--- config.mk ---
export PLATFORM = sky130hd
export DESIGN_NAME = pipe_skid_stage
export DESIGN_NICKNAME = d
export VERILOG_FILES = /design/src/rtl/pipe_skid_stage.sv
export SDC_FILE = /design/constraint.sdc
export NUM_CORES = 1
export LEC_CHECK = 0
export BUFFER_PORTS_ARGS = -buffer_cell sky130_fd_sc_hd__buf_2
export CAP_MARGIN = 10
export CORE_MARGIN = 2
export CORE_UTILIZATION = 38
export CTS_BUF_LIST = sky130_fd_sc_hd__clkbuf_8 sky130_fd_sc_hd__clkbuf_16
export DETAILED_ROUTE_END_ITERATION = 8
export PLACE_DENSITY = 0.7
export SYNTH_ARGS = -nofsm -noshare
export SYNTH_HDL_FRONTEND = slang
export SYNTH_SLANG_ARGS = --single-unit
--- constraint.sdc ---
create_clock -name clock -period 3.8 [get_ports clock]
set_input_delay 0.19 -clock clock [delete_from_list [all_inputs] [get_ports clock]]
set_output_delay 0.19 -clock clock [all_outputs]
set_load 0.01 [all_outputs]
--- src/rtl/pipe_skid_stage.sv ---
// Two-entry skid buffer pipeline stage. in_ready, out_valid, count and out_data
// are all flop outputs, so no input reaches an output combinationally.
module pipe_skid_stage #(
  parameter int WIDTH          = 32,
  parameter bit CLEAR_ON_FLUSH = 1'b1
) (
  input  logic             clock,
  input  logic             resetn,
  input  logic             in_valid,
  output logic             in_ready,
  input  logic [WIDTH-1:0] in_data,
  output logic             out_valid,
  input  logic             out_ready,
  output logic [WIDTH-1:0] out_data,
  input  logic             flush,
  output logic [1:0]       count
);

  typedef enum logic [1:0] {EMPTY = 2'd0, ONE = 2'd1, TWO = 2'd2} state_t;

  state_t           state, state_nxt;
  logic [WIDTH-1:0] main_q, skid_q;
  logic             accept, pop;

  assign accept   = in_valid & in_ready;
  assign pop      = out_valid & out_ready;
  assign out_data = main_q;

  always_comb begin
    state_nxt = state;
    unique case (state)
      EMPTY:   if (accept) state_nxt = ONE;
      ONE: begin
        if (accept && !pop)      state_nxt = TWO;
        else if (!accept && pop) state_nxt = EMPTY;
      end
      TWO:     if (pop) state_nxt = ONE;
      default: state_nxt = EMPTY;
    endcase
    if (flush) state_nxt = EMPTY;
  end

  // Handshake outputs are decoded from the next state and registered.
  always_ff @(posedge clock) begin
    if (!resetn) begin
      state     <= EMPTY;
      out_valid <= 1'b0;
      in_ready  <= 1'b1;
      count     <= 2'd0;
    end else begin
      state     <= state_nxt;
      out_valid <= (state_nxt != EMPTY);
      in_ready  <= (state_nxt != TWO);
      unique case (state_nxt)
        ONE:     count <= 2'd1;
        TWO:     count <= 2'd2;
        default: count <= 2'd0;
      endcase
    end
  end

  always_ff @(posedge clock) begin
    if (!resetn) begin
      main_q <= '0;
      skid_q <= '0;
    end else if (flush) begin
      if (CLEAR_ON_FLUSH) begin
        main_q <= '0;
        skid_q <= '0;
      end
    end else begin
      unique case (state)
        EMPTY: if (accept) main_q <= in_data;
        ONE: begin
          if (accept && pop) main_q <= in_data;
          else if (accept)   skid_q <= in_data;
        end
        TWO:     if (pop) main_q <= skid_q;
        default: ;
      endcase
    end
  end

endmodule

==> impl_metrics.ini <==
[run_status]
outcome = finished, final reports clean

[cts]
clock_latency_ns = 0.34
ctsHoldBuffers = 0
clk_pin_slew_ns = 0.07
clock_path_buffers = 2
cts.sink_count = 70
cts_resized = 0
root_buffer = clkbuf_8
cts_tree = yes
htreeDepth = 3
cts_inserted_buffers = 9
postCtsSetupBuffers = 0

[worst_setup_path]
crit_chain = nand2_1 -> o2bb2ai_4 -> or2_2 -> a211oi_1
worst-path-buf-inv = 0
crit_path_end = out_data[25]
startpoint_type = flip-flop
setup.worst_path.end_class = flip-flop
cp_data_arrival_time_ns = 2.67
critPathLaunch = out_valid
path_depth = 4
critPathKind = reg -> reg
slowest_stage = or2_2
worstReg2RegStart = out_valid
cp.required_ns = 3.98
max_stage_delay_ns = 0.86
crit_family = simple AND/OR/NAND/NOR gates
rr_worst_depth = 4
rrSetupSlack_ns = 1.31
timing.rr.end = out_data[25]
worstPathMaxFanout = 35

[global_route]
antenna_found_initial = 0
grt_pass1_wl_um = 11510
grt_use_total = 0.1709
grt_pass1_vias = 2279
grt_max_degree = 36
grt_overflow = 0

[timing]
fin_skew_ns = 0.008606
clock.fmax_ghz = 0.4021
slew_viol_final = 0
fin_setup_tns_ns = 0
grt_setup_unrepaired = no
finalCritPeriodShare = 0.6544
fin_crit_ns = 2.487
relSlewSlack = 0.3874
finalHoldViolations = 0
postLayoutSetupSlackWorst_ns = 1.313
worstMarginPinSlew_ns = 0.9189
setup_viol = 0

[placement]
pre_cts_slack_ns = 1.325
hpwl_um = 4515
gp_congestion = 0.7424
numPortBuffers = 72

[layout]
syn_to_final_growth_pct = 18.93
antennaDiodeCount = 0
nFillCells = 727
drive_gt1_frac = 0.3387
layout.nets = 409

[floorplanning]
fp.coreArea_sq_um = 7647
die_h_um = 92.58
std_cell_rows = 32
die_w_um = 92.58
io_pins = 73
dieArea_sq_um = 8571
start_util = 0.3899

[routing]
routedWlPerCell_um = 14.99
route.detailed.drc = 0
drtIter0Drc = 100
ant_nets = 0
vias_per_cell = 5.044
vias = 2406
wirelength_um = 7150
dr.pass1.iters = 4

[synth]
yosys.area.top_type_share = 0.4700
synth_edf_count = 0
syn-num-nets = 349
synthTopCellsByArea = dfxtp_1 (47%), a211oi_2 (13%), mux2i_1 (11%), nand2_1 (8.6%), a21oi_1 (5.5%)
syn_inst = 312
synth_commonest_cells = dfxtp_1 (70), nand2_1 (68), a21oi_1 (33)
syn-cell-area_sq_um = 2982
yosysTopAreaCell = dfxtp_1
ys.flop_type = dfxtp_1
avgSynthCellArea_sq_um = 9.556
yosysMostFrequentCell = dfxtp_1
synth_warnings = 0
seq_area_frac_synth = 0.4700
yosys.cell_types.count = 24
ys_ff_latch = 70
synth_async_sr_flop_share = 0

[power_and_ir_drop]
total_power_mw = 1.491
power_density_nw_per_um2 = 420.6
p_leak_nw = 1.577
vdd_drop_max_uv = 227.4

[min_path]
min_from = in_data[14]
min_path_type = in -> reg

[job]
maxCapViolCount = 0
## flip-flops by register name, summed over array words and instances, names as in the netlist
signal	flops
out_data	32
skid_q	32
count	2
state	2
in_ready	1
out_valid	1
## cell families after synthesis
logic type             after synthesis  share of synthesized area
AOI/OAI and AO/OA                   70                     0.2073
DFF                                 70                     0.4700
and+or+nand+nor                    109                     0.1624
buffers and inverters               31                    0.05287
muxes                               32                     0.1074
## routing by layer
metal  up-vias  GRT usage  wire length [um]
met5         -          0                 0
met4         0    0.04478                62
met3         8    0.05452               412
met2        75     0.2591              3230
met1      1112     0.2351              3445
li1       1211          -                 -
## worst min-delay path, cell delays in order
cell and delay, ns:
buf_2 0.11, nand2_1 0.05, a21oi_1 0.05
## metrics by stage
step                      cells  hold slack (ns)  cell area [sq um]    util
after global routing        477          0.08230               3546  0.4637
after detailed placement    463           0.4460               3372  0.4409
final                       477          0.09412               3546  0.4637
after CTS                   477          0.07964               3546  0.4637
after floorplan             312           0.3260               2982       -
after global placement      463           0.4407               3372  0.4409
## worst min-delay path by stage
stage / end / slack (ns) / cells past startpoint
2_1_floorplan: skid_q[0] / 0.33 / 2
3_3_place_gp: skid_q[7] / 0.44 / 2
3_5_place_dp: skid_q[16] / 0.45 / 2
4_1_cts: skid_q[17] / 0.08 / 3
5_1_grt: skid_q[11] / 0.08 / 3
6_report: skid_q[14] / 0.09 / 3
## placed cells by master, fill, tap and decap left out, drive strengths merged, types with 3 or more instances in the layout
| cell | instances |
|---|---|
| clkbuf | 12 |
| nor3b | 3 |
| inv | 4 |
| mux2i | 32 |
| nand2 | 68 |
| dfxtp | 70 |
| a21oi | 33 |
| buf | 77 |
| a211oi | 32 |
| nor3 | 33 |
## power breakdown
part / internal (mW) / switching, mW / leakage, nW
sequential: 0.756 / 0.0135 / 0.569
clock: 0.280 / 0.260 / 0.0955
combinational: 0.0699 / 0.112 / 0.913
## final cells by class
class                      count  area [sq um]  share of cell area
clock buffer                  12         165.2             0.04658
clock inverter                 2         8.758            0.002470
inverter                       3         11.26            0.003176
multi-input combinational    211          1434              0.4044
sequential                    70          1401              0.3952
tap                          102         127.6             0.03599
timing repair buffer          77         397.9              0.1122
No activity file was read; power rests on OpenSTA's default activity.
